[src/rtl/uart_rx_fifo_pkg.sv]
// Shared UART definitions: receiver state encoding and baud divider math.
// Imported by the receive path today and the transmit path later.
package uart_rx_fifo_pkg;

  typedef enum logic [2:0] {
    ST_IDLE,
    ST_START,
    ST_DATA,
    ST_STOP,
    ST_BREAK
  } rx_state_e;

  // Rounded clk cycles per oversample tick.
  function automatic int calc_div(
    input int clk_freq,
    input int baud,
    input int os
  );
    return (clk_freq + (baud * os) / 2) / (baud * os);
  endfunction

endpackage

[src/rtl/uart_rx_fifo_sync_fifo.sv]
// Show-ahead synchronous FIFO; a full-FIFO push only lands when
// a pop frees a slot in the same clock.
module sync_fifo #(
  parameter int DEPTH = 16,
  parameter int WIDTH = 8
) (
  input  logic                       clk,
  input  logic                       rst,
  input  logic                       push,
  input  logic [WIDTH-1:0]           din,
  input  logic                       pop,
  output logic [WIDTH-1:0]           dout,
  output logic                       empty,
  output logic                       full,
  output logic [$clog2(DEPTH):0]     count
);

  localparam int AW = $clog2(DEPTH);
  localparam int CW = AW + 1;

  logic [WIDTH-1:0] mem [DEPTH];

  logic [AW-1:0] wr_ptr_q, wr_ptr_d;
  logic [AW-1:0] rd_ptr_q, rd_ptr_d;
  logic [CW-1:0] count_q, count_d;
  logic          do_push;
  logic          do_pop;

  assign empty = (count_q == '0);
  assign full  = (count_q == CW'(DEPTH));
  assign count = count_q;
  assign dout  = mem[rd_ptr_q];

  assign do_pop  = pop && !empty;
  assign do_push = push && (!full || do_pop);

  always_comb begin
    wr_ptr_d = wr_ptr_q;
    rd_ptr_d = rd_ptr_q;
    count_d  = count_q;
    if (do_push) wr_ptr_d = wr_ptr_q + AW'(1);
    if (do_pop)  rd_ptr_d = rd_ptr_q + AW'(1);
    if (do_push && !do_pop)
      count_d = count_q + CW'(1);
    else if (do_pop && !do_push)
      count_d = count_q - CW'(1);
  end

  always_ff @(posedge clk) begin
    if (rst) begin
      wr_ptr_q <= '0;
      rd_ptr_q <= '0;
      count_q  <= '0;
    end else begin
      wr_ptr_q <= wr_ptr_d;
      rd_ptr_q <= rd_ptr_d;
      count_q  <= count_d;
    end
  end

  always_ff @(posedge clk) begin
    if (do_push) mem[wr_ptr_q] <= din;
  end

endmodule

[src/rtl/uart_rx_fifo.sv]
// 8N1 serial receiver with oversampled bit recovery feeding
// a show-ahead receive FIFO, plus sticky overrun/framing flags.
module uart_rx_fifo
  import uart_rx_fifo_pkg::*;
#(
  parameter int CLK_FREQ   = 50_000_000,
  parameter int BAUD       = 115200,
  parameter int OVERSAMPLE = 16,
  parameter int FIFO_DEPTH = 16
) (
  input  logic       clk,
  input  logic       rst,
  input  logic       rxd,
  input  logic       rd_en,
  output logic [7:0] rd_data,
  output logic       data_ready,
  output logic       fifo_full,
  output logic       overrun,
  output logic       frame_err,
  input  logic       clr_err
);

  localparam int DIV = calc_div(CLK_FREQ, BAUD, OVERSAMPLE);
  localparam int DW  = (DIV > 1) ? $clog2(DIV) : 1;
  localparam int SW  = $clog2(OVERSAMPLE);
  localparam int CW  = $clog2(FIFO_DEPTH) + 1;

  localparam logic [SW-1:0] MID  = SW'(OVERSAMPLE / 2 - 1);
  localparam logic [SW-1:0] LAST = SW'(OVERSAMPLE - 1);

  logic          rxd_s1_q, rxd_s2_q;
  logic          rxd_s;
  logic [DW-1:0] div_cnt_q, div_cnt_d;
  logic          tick;
  rx_state_e     state_q, state_d;
  logic [SW-1:0] smp_cnt_q, smp_cnt_d;
  logic [2:0]    bit_cnt_q, bit_cnt_d;
  logic [7:0]    shift_q, shift_d;
  logic          push_q, push_d;
  logic          frame_err_q, frame_err_d;
  logic          overrun_q, overrun_d;
  logic          frame_set;
  logic          overrun_set;
  logic          pop;

  logic [7:0]    fifo_dout;
  logic          fifo_empty;
  logic          fifo_full_w;
  logic [CW-1:0] fifo_count;

  assign rxd_s = rxd_s2_q;
  assign tick  = (div_cnt_q == DW'(DIV - 1));
  assign pop   = rd_en && (fifo_count != '0);

  always_comb begin
    state_d   = state_q;
    smp_cnt_d = smp_cnt_q;
    bit_cnt_d = bit_cnt_q;
    shift_d   = shift_q;
    push_d    = 1'b0;
    frame_set = 1'b0;
    div_cnt_d = tick ? '0 : div_cnt_q + DW'(1);
    unique case (state_q)
      ST_IDLE: begin
        if (!rxd_s) begin
          // Restart the tick phase on the falling edge.
          state_d   = ST_START;
          smp_cnt_d = '0;
          bit_cnt_d = '0;
          div_cnt_d = '0;
        end
      end
      ST_START: begin
        if (tick) begin
          if (smp_cnt_q == MID) begin
            state_d   = rxd_s ? ST_IDLE : ST_DATA;
            smp_cnt_d = '0;
          end else begin
            smp_cnt_d = smp_cnt_q + SW'(1);
          end
        end
      end
      ST_DATA: begin
        if (tick) begin
          if (smp_cnt_q == LAST) begin
            shift_d   = {rxd_s, shift_q[7:1]};
            smp_cnt_d = '0;
            bit_cnt_d = bit_cnt_q + 3'd1;
            if (bit_cnt_q == 3'd7) state_d = ST_STOP;
          end else begin
            smp_cnt_d = smp_cnt_q + SW'(1);
          end
        end
      end
      ST_STOP: begin
        if (tick) begin
          if (smp_cnt_q == LAST) begin
            smp_cnt_d = '0;
            if (rxd_s) begin
              push_d  = 1'b1;
              state_d = ST_IDLE;
            end else begin
              frame_set = 1'b1;
              state_d   = ST_BREAK;
            end
          end else begin
            smp_cnt_d = smp_cnt_q + SW'(1);
          end
        end
      end
      ST_BREAK: begin
        if (rxd_s) state_d = ST_IDLE;
      end
      default: state_d = ST_IDLE;
    endcase
  end

  assign overrun_set = push_q && fifo_full_w && !pop;

  always_comb begin
    frame_err_d = frame_err_q;
    overrun_d   = overrun_q;
    if (clr_err) begin
      frame_err_d = 1'b0;
      overrun_d   = 1'b0;
    end
    if (frame_set)   frame_err_d = 1'b1;
    if (overrun_set) overrun_d   = 1'b1;
  end

  always_ff @(posedge clk) begin
    if (rst) begin
      rxd_s1_q    <= 1'b1;
      rxd_s2_q    <= 1'b1;
      div_cnt_q   <= '0;
      state_q     <= ST_IDLE;
      smp_cnt_q   <= '0;
      bit_cnt_q   <= '0;
      shift_q     <= '0;
      push_q      <= 1'b0;
      frame_err_q <= 1'b0;
      overrun_q   <= 1'b0;
    end else begin
      rxd_s1_q    <= rxd;
      rxd_s2_q    <= rxd_s1_q;
      div_cnt_q   <= div_cnt_d;
      state_q     <= state_d;
      smp_cnt_q   <= smp_cnt_d;
      bit_cnt_q   <= bit_cnt_d;
      shift_q     <= shift_d;
      push_q      <= push_d;
      frame_err_q <= frame_err_d;
      overrun_q   <= overrun_d;
    end
  end

  sync_fifo #(
    .DEPTH (FIFO_DEPTH),
    .WIDTH (8)
  ) u_fifo (
    .clk   (clk),
    .rst   (rst),
    .push  (push_q),
    .din   (shift_q),
    .pop   (pop),
    .dout  (fifo_dout),
    .empty (fifo_empty),
    .full  (fifo_full_w),
    .count (fifo_count)
  );

  assign rd_data    = fifo_empty ? 8'h00 : fifo_dout;
  assign data_ready = !fifo_empty;
  assign fifo_full  = fifo_full_w;
  assign overrun    = overrun_q;
  assign frame_err  = frame_err_q;

endmodule
[config.mk]
export PLATFORM = sky130hd
export DESIGN_NAME = uart_rx_fifo
export DESIGN_NICKNAME = d
export VERILOG_FILES = /design/src/rtl/uart_rx_fifo_pkg.sv /design/src/rtl/uart_rx_fifo_sync_fifo.sv /design/src/rtl/uart_rx_fifo.sv
export SDC_FILE = /design/constraint.sdc
export NUM_CORES = 1
export LEC_CHECK = 0
export CAP_MARGIN = 20
export CORE_MARGIN = 5
export CORE_UTILIZATION = 40
export CTS_CLUSTER_SIZE = 8
export DETAILED_ROUTE_END_ITERATION = 8
export PLACE_DENSITY = 0.66
export SYNTH_ARGS = -nofsm -noshare
export SYNTH_HDL_FRONTEND = slang
export SYNTH_SLANG_ARGS = --single-unit
[constraint.sdc]
create_clock -name clk -period 4 [get_ports clk]
set_input_delay 0.8 -clock clk [delete_from_list [all_inputs] [get_ports clk]]
set_output_delay 0.8 -clock clk [all_outputs]
set_load 0.01 [all_outputs]
==> results_dict.tcl <==
set metrics [dict create \
    outcome "finished clean" \
    arrival_ns 2.84 \
    setup_ws_ns 0.3635 \
    post-route-period-util 0.9091 \
    cts_max_path_buffers 2 \
    synth_area_um2 7037 \
    fillers 1512 \
    drt-initial-drc-count 299 \
    synthesis.nets 469 \
    end_kind "output pin" \
    dp.cells 678 \
    num_io_pins 17 \
    viasPerCell 5.301 \
    hp-class "flip-flop to flip-flop" \
    slew_violations 0 \
    grt_first_pass_wirelength_mm 21.49 \
    synth_top_cell_by_area "edfxtp_1" \
    synth_area_per_cell_um2 15.67 \
    placed_area_um2 7457 \
    fp.coreArea_um2 17300 \
    rr_worst_depth 9 \
    drive_above_1_share 0.1770 \
    clk-insertion-delay-late_ns 0.42 \
    cp.required_ns 3.20 \
    power_density_nw_per_um2 527.9 \
    r2r_end "u_fifo.count[4]$_SDFFE_PP0P_" \
    ys.flop_type "edfxtp_1" \
    yosysSeqAreaShare 0.6743 \
    ctsHtreeMaxLevel 4 \
    routedWlPerCell_um 18.87 \
    cp_slowest_stage_delay_ns 0.56 \
    dp.final_hpwl_mm 8.488 \
    cp_num_cells 6 \
    synth-seq-cells 173 \
    die_w_um 142.6 \
    crit_type "flip-flop to output pin" \
    num_rows 48 \
    place_ws_ns 0.5556 \
    synth_area_leaders "edfxtp_1, dfxtp_1, mux4_2" \
    grt_max_degree 33 \
    cp_slowest_cell "dfxtp_2" \
    final_cells 711 \
    synth.distinct_cells 53 \
    yosysWarnings 0 \
    synth_edf_count 128 \
    leakagePower_nw 2.681 \
    netlist_instances 449 \
    multi_input_area_um2 2135 \
    post_cts_resized 0 \
    total_power_mw 4.254 \
    postCtsHoldBufs 0 \
    hold_viol_final 0 \
    cts-root-buf "clkbuf_16" \
    area_delta_synth_final_pct 14.53 \
    grt_pass1_vias 3850 \
    post_cts_buffers 0 \
    path_buf_inv 2 \
    cts_tree "built" \
    numCtsBuffers 17 \
    path_cells "buf_4 > mux4_2 > nor2b_1 > a211oi_1 > a211oi_1 > clkdlybuf4s50_1" \
    drcViolationCount 0 \
    fin_nets 493 \
    track_usage 0.1415 \
    max-vdd-ir-drop_v 0.0002861 \
    whs_ns 0.4053 \
    first_pass_iters 5 \
    grt_antenna_before_repair 0 \
    slew_headroom 0.3910 \
    routed_wl_mm 13.42 \
    cap_viol_max_count 0 \
    start_util 0.4068 \
    rsz0062_at_grt "no" \
    yosysTopAreaCellShare 0.5462 \
    final_cell_area_um2 8059 \
    setup_tns_ns 0 \
    routed-via-count 3769 \
    place_congestion 0.7869 \
    max_freq_mhz 275.0 \
    setup_viol 0 \
    start_kind "flip-flop" \
    path_clk_slew_ns 0.06 \
    regArea_um2 4746 \
    r2r_start "u_fifo.count[0]$_SDFFE_PP0P_" \
    ff2ff_setup_slack_ns 1.01 \
    cts.sinks 173 \
    critPathCapture "rd_data[4]" \
    die_h_um 142.6 \
    fin_worst_skew_ns 0.006840 \
    drtAntennaViolNets 0 \
    worst_slew_pin_slew_ns 0.9101 \
    cpMostUsedCell "a211oi_1" \
    grt.overflow.total 0 \
    dieArea_um2 20340 \
    io_buffers 16 \
    fin_crit_ns 3.637 \
    cp_top_family "buffers and inverters" \
    crit_fanout 11 \
    antenna_cells 0 \
    async_reset_ff_frac 0 \
    post-route-util 0.4659 \
]
==> cells in the mapped netlist (all sizes together), types with 2 or more instances <==
master / instances
a211oi: 19
a21oi: 17
a22o: 2
a22oi: 2
a31oi: 3
and3: 2
buf: 14
clkbuf: 12
dfxtp: 45
edfxtp: 128
ha: 14
inv: 8
mux2: 3
mux2i: 12
mux4: 32
nand2: 24
nand2b: 2
nand3: 3
nand3b: 3
nand4: 3
nand4b: 2
nor2: 45
nor2b: 9
nor3: 8
nor4: 2
o211ai: 2
o21ai: 2
o31a: 2
or2: 3
or4: 3
xnor2: 4
xor2: 7
==> layout by cell type, fill, tap and decap left out, drive strengths merged, types with 3 or more instances in the layout <==
cell type / Yosys / final
nor3: 8 / 8
a21oi: 17 / 17
or4: 3 / 3
nand3: 3 / 3
edfxtp: 128 / 128
buf: 14 / 14
mux2i: 12 / 12
nand4: 3 / 3
nor2b: 9 / 9
dfxtp: 45 / 45
mux4: 32 / 32
nand3b: 3 / 3
nor2: 45 / 45
a31oi: 3 / 3
inv: 8 / 8
xnor2: 4 / 4
mux2: 3 / 3
ha: 14 / 14
xor2: 7 / 7
nand2: 24 / 24
a211oi: 19 / 19
or2: 3 / 3
clkinv: 0 / 4
clkbuf: 12 / 28
clkdlybuf4s50: 0 / 16
==> area by class of cell <==
| cell class | count | share of cell area |
|---|---|---|
| multi-input cells | 242 | 0.2649 |
| clock buffers | 27 | 0.06785 |
| clock inverters | 5 | 0.006210 |
| repair buffers | 31 | 0.03354 |
| well taps | 225 | 0.03493 |
| inverters | 8 | 0.003726 |
| flip-flops and latches | 173 | 0.5889 |
==> logic make-up (layout without fill, tap and decap cells) <==
logic type / Yosys count / in the layout / synth area share
multiplexers: 47 / 47 / 0.1248
buffers and inverters: 34 / 71 / 0.02240
adder cells (fa/ha/maj): 15 / 15 / 0.02774
XOR/XNOR: 11 / 11 / 0.01369
AND/OR/NAND/NOR: 114 / 114 / 0.08144
flip-flops: 173 / 173 / 0.6743
AO/OA/AOI/OAI: 55 / 55 / 0.05566
==> worst min path at each step <==
| stage | slack [ns] | cells after the start | from | endpoint |
|---|---|---|---|---|
| finish | 0.41 | 1 | rxd_s1_q$_SDFF_PP1_ | rxd_s$_SDFF_PP1_ |
| global route | 0.44 | 1 | rxd_s1_q$_SDFF_PP1_ | rxd_s$_SDFF_PP1_ |
| CTS | 0.41 | 1 | rxd_s1_q$_SDFF_PP1_ | rxd_s$_SDFF_PP1_ |
| detailed placement | 0.40 | 1 | rxd_s1_q$_SDFF_PP1_ | rxd_s$_SDFF_PP1_ |
| global placement | 0.39 | 1 | rxd_s1_q$_SDFF_PP1_ | rxd_s$_SDFF_PP1_ |
| floorplan | 0.39 | 1 | rxd_s1_q$_SDFF_PP1_ | rxd_s$_SDFF_PP1_ |
==> metal layers <==
metal,part of all wire,vias to the layer above,track usage
met1,0.46,1906,0.1915
met2,0.49,76,0.2250
met5,0,-,0
li1,-,1774,-
met4,0.013,0,0.04152
met3,0.040,13,0.03918
==> flip-flops by register name, indices dropped and copies added, names as in the netlist, named ones only <==
| signal | flops |
|---|---|
| frame_err | 1 |
| u_fifo.count | 5 |
| u_fifo.wr_ptr_q | 4 |
| rxd_s1_q | 1 |
| u_fifo.rd_ptr_q | 4 |
| div_cnt_q | 5 |
| smp_cnt_q | 4 |
| state_q | 3 |
| overrun | 1 |
| bit_cnt_q | 3 |
| shift_q | 8 |
| u_fifo.mem | 128 |
| push_q | 1 |
| rxd_s | 1 |
==> power by group <==
group | leakage (nW) | internal, mW | switching (mW)
combinational | 0.834 | 0.329 | 0.321
sequential | 1.55 | 1.93 | 0.0445
clock | 0.297 | 0.999 | 0.629
==> worst reg2reg max path, stage by stage (launching register included) <==
cell      delay, ns
dfxtp_1        0.36
or4_4          0.63
o31a_1         0.39
ha_1           0.25
inv_1          0.15
ha_1           0.29
a21oi_1        0.20
a211oi_1       0.10
a31oi_1        0.18
mux2_2         0.34
(Power assumes the default switching activity.)
